===== src/rtl/fft_n4_stream.sv =====
// Streaming 4-point FFT/IFFT: collects x0..x3, one registered radix-4 butterfly, drains X0..X3.
// Optional build macro FFT_N4_SCALE_EN: outputs are the full-precision results >>> 2.
module fft_n4_stream #(
    parameter int DATA_WIDTH = 32
) (
    input  logic                         sys_clk_i,
    input  logic                         rst_i,
    input  logic                         in_valid_i,
    output logic                         in_ready_o,
    input  logic                         in_sof_i,
    input  logic                         inverse_i,
    input  logic signed [DATA_WIDTH-1:0] xn_real_i,
    input  logic signed [DATA_WIDTH-1:0] xn_imag_i,
    output logic                         out_valid_o,
    input  logic                         out_ready_i,
    output logic                         out_sof_o,
    output logic signed [DATA_WIDTH+1:0] xk_real_o,
    output logic signed [DATA_WIDTH+1:0] xk_imag_o
);

    localparam int unsigned OW = DATA_WIDTH + 2;

    typedef logic signed [OW-1:0] acc_t;
    typedef enum logic {IN_COLLECT, IN_FULL} in_state_t;
    typedef enum logic {OUT_IDLE, OUT_DRAIN} out_state_t;

    in_state_t  in_state, in_state_nxt;
    out_state_t out_state, out_state_nxt;

    logic [1:0]                  cnt;
    logic [1:0]                  bin_idx;
    logic                        inv_q;
    logic signed [DATA_WIDTH-1:0] buf_r [4];
    logic signed [DATA_WIDTH-1:0] buf_i [4];
    acc_t                        ob_r [4];
    acc_t                        ob_i [4];

    logic in_fire, out_fire, take, last, xfer;
    acc_t s_r [4];
    acc_t s_i [4];
    acc_t y_r [4];
    acc_t y_i [4];
    acc_t a_r, a_i, b_r, b_i;

    function automatic acc_t scale_f(input acc_t v);
`ifdef FFT_N4_SCALE_EN
        return v >>> 2;
`else
        return v;
`endif
    endfunction

    // Handshake qualifiers; a non-sof sample at counter 0 is not taken.
    always_comb begin
        in_fire  = in_valid_i & in_ready_o;
        out_fire = out_valid_o & out_ready_i;
        take     = in_fire & (in_sof_i | (cnt != 2'd0));
        last     = take & ~in_sof_i & (cnt == 2'd3);
    end

    // Next-state logic for both FSMs; a FULL buffer waits for the drain side to go idle.
    always_comb begin
        in_state_nxt  = in_state;
        out_state_nxt = out_state;
        xfer          = 1'b0;
        case (in_state)
            IN_COLLECT: begin
                if (last) begin
                    if (out_state == OUT_IDLE) xfer = 1'b1;
                    else                       in_state_nxt = IN_FULL;
                end
            end
            IN_FULL: begin
                if (out_state == OUT_IDLE) begin
                    xfer         = 1'b1;
                    in_state_nxt = IN_COLLECT;
                end
            end
        endcase
        case (out_state)
            OUT_IDLE:  if (xfer) out_state_nxt = OUT_DRAIN;
            OUT_DRAIN: if (out_fire && (bin_idx == 2'd3)) out_state_nxt = OUT_IDLE;
        endcase
    end

    // Butterfly; x3 comes straight from the input port unless the buffer was parked in FULL.
    always_comb begin
        for (int n = 0; n < 3; n++) begin
            s_r[n] = OW'(buf_r[n]);
            s_i[n] = OW'(buf_i[n]);
        end
        if (in_state == IN_FULL) begin
            s_r[3] = OW'(buf_r[3]);
            s_i[3] = OW'(buf_i[3]);
        end else begin
            s_r[3] = OW'(xn_real_i);
            s_i[3] = OW'(xn_imag_i);
        end
        a_r = s_r[0] - s_r[2];
        a_i = s_i[0] - s_i[2];
        b_r = s_r[1] - s_r[3];
        b_i = s_i[1] - s_i[3];
        y_r[0] = scale_f(s_r[0] + s_r[1] + s_r[2] + s_r[3]);
        y_i[0] = scale_f(s_i[0] + s_i[1] + s_i[2] + s_i[3]);
        y_r[2] = scale_f(s_r[0] - s_r[1] + s_r[2] - s_r[3]);
        y_i[2] = scale_f(s_i[0] - s_i[1] + s_i[2] - s_i[3]);
        if (!inv_q) begin
            y_r[1] = scale_f(a_r + b_i);
            y_i[1] = scale_f(a_i - b_r);
            y_r[3] = scale_f(a_r - b_i);
            y_i[3] = scale_f(a_i + b_r);
        end else begin
            y_r[1] = scale_f(a_r - b_i);
            y_i[1] = scale_f(a_i + b_r);
            y_r[3] = scale_f(a_r + b_i);
            y_i[3] = scale_f(a_i - b_r);
        end
    end

    always_ff @(posedge sys_clk_i or posedge rst_i) begin
        if (rst_i) begin
            in_state    <= IN_COLLECT;
            out_state   <= OUT_IDLE;
            cnt         <= 2'd0;
            bin_idx     <= 2'd0;
            inv_q       <= 1'b0;
            in_ready_o  <= 1'b1;
            out_valid_o <= 1'b0;
            out_sof_o   <= 1'b0;
            xk_real_o   <= '0;
            xk_imag_o   <= '0;
            for (int n = 0; n < 4; n++) begin
                buf_r[n] <= '0;
                buf_i[n] <= '0;
                ob_r[n]  <= '0;
                ob_i[n]  <= '0;
            end
        end else begin
            in_state    <= in_state_nxt;
            out_state   <= out_state_nxt;
            in_ready_o  <= (in_state_nxt == IN_COLLECT);
            out_valid_o <= (out_state_nxt == OUT_DRAIN);
            if (take) begin
                if (in_sof_i) begin
                    buf_r[0] <= xn_real_i;
                    buf_i[0] <= xn_imag_i;
                    inv_q    <= inverse_i;
                    cnt      <= 2'd1;
                end else begin
                    buf_r[cnt] <= xn_real_i;
                    buf_i[cnt] <= xn_imag_i;
                    cnt        <= cnt + 2'd1;
                end
            end
            // X0 goes straight to the output registers; X1..X3 step out on each handshake.
            if (xfer) begin
                for (int k = 0; k < 4; k++) begin
                    ob_r[k] <= y_r[k];
                    ob_i[k] <= y_i[k];
                end
                xk_real_o <= y_r[0];
                xk_imag_o <= y_i[0];
                out_sof_o <= 1'b1;
                bin_idx   <= 2'd0;
            end else if (out_fire) begin
                xk_real_o <= ob_r[bin_idx + 2'd1];
                xk_imag_o <= ob_i[bin_idx + 2'd1];
                out_sof_o <= 1'b0;
                bin_idx   <= bin_idx + 2'd1;
            end
        end
    end

endmodule


===== config.mk =====
export PLATFORM = sky130hd
export DESIGN_NAME = fft_n4_stream
export DESIGN_NICKNAME = d
export VERILOG_FILES = /design/src/rtl/fft_n4_stream.sv
export SDC_FILE = /design/constraint.sdc
export NUM_CORES = 2
export LEC_CHECK = 0
export BUFFER_PORTS_ARGS = -buffer_cell sky130_fd_sc_hd__buf_4
export CORE_UTILIZATION = 60
export DETAILED_ROUTE_END_ITERATION = 10
export HOLD_SLACK_MARGIN = 0.05
export PLACE_DENSITY = 0.74
export REMOVE_ABC_BUFFERS = 1
export SYNTH_ARGS = -nofsm -noshare
export SYNTH_HDL_FRONTEND = slang
export SYNTH_SLANG_ARGS = --single-unit

===== constraint.sdc =====
create_clock -name sys_clk_i -period 26.8 [get_ports sys_clk_i]
set_clock_uncertainty 0.1 [all_clocks]
set_input_delay 2.68 -clock sys_clk_i [delete_from_list [all_inputs] [get_ports sys_clk_i]]
set_output_delay 2.68 -clock sys_clk_i [all_outputs]
set_load 0.01 [all_outputs]

==> flow_summary.json <==
{
  "regArea_um2": 15100,
  "cp.arrival_ps": 9290,
  "yosysMostFrequentCell": "nand2_1",
  "report.final.slew_viol_count": 0,
  "dp_hpwl_um": 120000,
  "drive_above_1_share_pct": 11.1,
  "drc": 0,
  "clk_pin_slew_ps": 60,
  "worst_pin_slew_ps": 1200,
  "firstDrtPassIters": 6,
  "async_reset_ff_share_pct": 100,
  "insertion_delay_ps": 660,
  "clockRootBuffer": "clkbuf_16",
  "grt_remaining_overflow": 0,
  "finalInstanceArea_um2": 56300,
  "syn_area_um2": 51800,
  "port_buffers": 140,
  "coreArea_um2": 85400,
  "vias": 41800,
  "fp.dieH_um": 296,
  "tns_ps": 0,
  "track_usage_pct": 36.5,
  "synth_edf_count": 0,
  "routabilityCongestion": 0.987,
  "wire_per_inst_um": 23.0,
  "cts_sinks": 603,
  "cts_tree": "built",
  "dpl_cell_area_um2": 53800,
  "seq_area_frac_synth_pct": 29.1,
  "start_util_pct": 60.7,
  "post_cts_buffers": 0,
  "status": "finished, final reports clean",
  "fin_crit_ps": 8890,
  "setup_viol": 0,
  "hold_path.class": "register to register",
  "crit_type": "primary input to register",
  "yosys-top-cells-area": "dfrtp_1, ha_1, fa_1",
  "ctsResizeCount": 0,
  "ys_types": 85,
  "drt_iter0_markers": 3235,
  "synth_ff_type": "dfrtp_1",
  "multi_input_area_um2": 34300,
  "syn2layout_area_growth_pct": 8.67,
  "fill_cells": 7093,
  "die_x_um": 296,
  "htree_levels": 3,
  "cp.required_ps": 27200,
  "rows": 107,
  "relSlewSlack_pct": 20.0,
  "ys_warn_count": 0,
  "rsz0062_at_grt": "false",
  "antenna_left": 0,
  "syn_avg_cell_area_um2": 9.32,
  "hold_viol_final": 0,
  "grt_max_degree": 142,
  "hold_buffers": 0,
  "syn_inst": 5563,
  "drt_wl_total_um": 157000,
  "netlist.area_leader.share_pct": 29.1,
  "yosys-top-cells-count": "nand2_1, dfrtp_1, ha_1",
  "synth-seq-cells": 603,
  "period_share_pct": 33.2,
  "drv_cap": 0,
  "pin_count": 141,
  "numCtsBuffers": 73,
  "fin_nets": 6395,
  "cts.path.max_buffers": 3,
  "crit_path_end_kind": "register",
  "die-area_um2": 87600,
  "max_freq_mhz": 112,
  "grt_pass1_wl_um": 245000,
  "grt_pass1_vias": 42200,
  "start_kind": "primary input",
  "antenna_found_initial": 10,
  "worstPathMaxFanout": 8,
  "via_per_inst": 6.14,
  "yosysTopAreaCell": "dfrtp_1"
}
-- sequential cells by signal (all words and copies together), names as in the netlist, 2 cells and up --
signal and count:
ob_r 135, bin_idx 2, ob_i 135, buf_i 128, buf_r 128, cnt 2, xk_real_o 34, xk_imag_o 34
-- cells in the final DEF, fill, tap and decap left out, types with 39 or more instances in the layout --
master | Yosys | routed
a21o_1 | 137 | 137
a21oi_1 | 397 | 397
a31oi_1 | 39 | 39
and3_1 | 46 | 46
buf_4 | 0 | 174
clkbuf_16 | 0 | 75
dfrtp_1 | 602 | 599
fa_1 | 268 | 268
ha_1 | 461 | 460
inv_1 | 444 | 442
mux2_2 | 206 | 206
mux2i_1 | 152 | 152
mux4_2 | 66 | 66
nand2_1 | 745 | 741
nand2b_1 | 54 | 54
nand3_1 | 56 | 55
nor2_1 | 274 | 273
nor2b_1 | 47 | 47
nor3_1 | 78 | 78
o21a_1 | 39 | 39
o21ai_0 | 400 | 400
o21bai_1 | 92 | 92
xnor2_1 | 248 | 248
xor2_1 | 102 | 102
-- area by class of cell --
type	count	area share, %
repair buffers	175	2.35
inverters	448	3.00
clock buffers	104	3.81
diodes	4	0.0178
multi-input cells	4295	60.9
well taps	1144	2.54
flip-flops and latches	603	26.8
clock inverters	28	0.566
-- logic make-up (layout without fill, tap and decap cells) --
kind of cell | count (synthesis) | after routing | synth area share, %
xor+xnor | 350 | 350 | 5.91
other cells | 0 | 4 | 0
flops | 603 | 603 | 29.1
compound gates | 1346 | 1346 | 16.0
mux | 424 | 424 | 10.3
simple gates | 1446 | 1446 | 12.3
fa+ha+maj | 729 | 729 | 21.5
buf+inv | 665 | 755 | 4.83
-- through the flow --
step	hold WS (ps)	util (%)	instances	setup WS [ps]
floorplan	333	-	5346	7140
global placement	345	63.0	6665	17510
detailed placement	351	63.0	6665	17520
CTS	365	65.9	6797	18130
global route	376	65.9	6798	17450
finish	366	65.9	6801	17910
-- critical path, cell delays in order --
cell and delay [ps]:
buf_4 130, mux2i_1 320, ha_1 360, nor3b_1 160, a2111oi_0 770, o31ai_1 290, nand3_1 230, a21oi_1 90
o21ai_0 270, a21oi_1 110, o21ai_0 200, xnor2_1 290, ha_1 580, inv_1 180, nor4_1 480, nand3_1 130
nor3_1 370, o21ai_0 290, a2111o_1 490, a21oi_1 240, o21ai_0 180, mux2i_1 210, xnor2_1 140, o21ai_0 100
-- layer usage --
metal	share of wire, %	global-route usage (%)	vias to the layer above
met3	6.3	6.72	362
met5	0.045	0	-
li1	-	-	19200
met4	4.4	15.2	12
met2	47	60.1	1348
met1	42	47.3	20800
-- path summary, 6_finish.rpt --
| kind | start | endpoint | slack [ps] | cells past startpoint |
|---|---|---|---|---|
| setup / recovery | xn_imag_i[5] | ob_r[98]$_DFFE_PP0P_ | 17910 | 24 |
| hold / removal | ob_r[135]$_DFFE_PP0P_ | ob_r[135]$_DFFE_PP0P_ | 370 | 2 |
| setup reg to reg | in_state$_DFF_PP0_ | ob_r[98]$_DFFE_PP0P_ | 18630 | 24 |
| hold reg to reg | ob_r[135]$_DFFE_PP0P_ | ob_r[135]$_DFFE_PP0P_ | 370 | 2 |
| max in group asynchronous | rst_i | ob_r[127]$_DFFE_PP0P_ | 21640 | 5 |
| min in group asynchronous | rst_i | out_state$_DFF_PP0_ | 2040 | 2 |
Power is left out: the tool's default activity adds up to more than one toggle a clock period on the data nets, which glitch-free logic cannot reach.
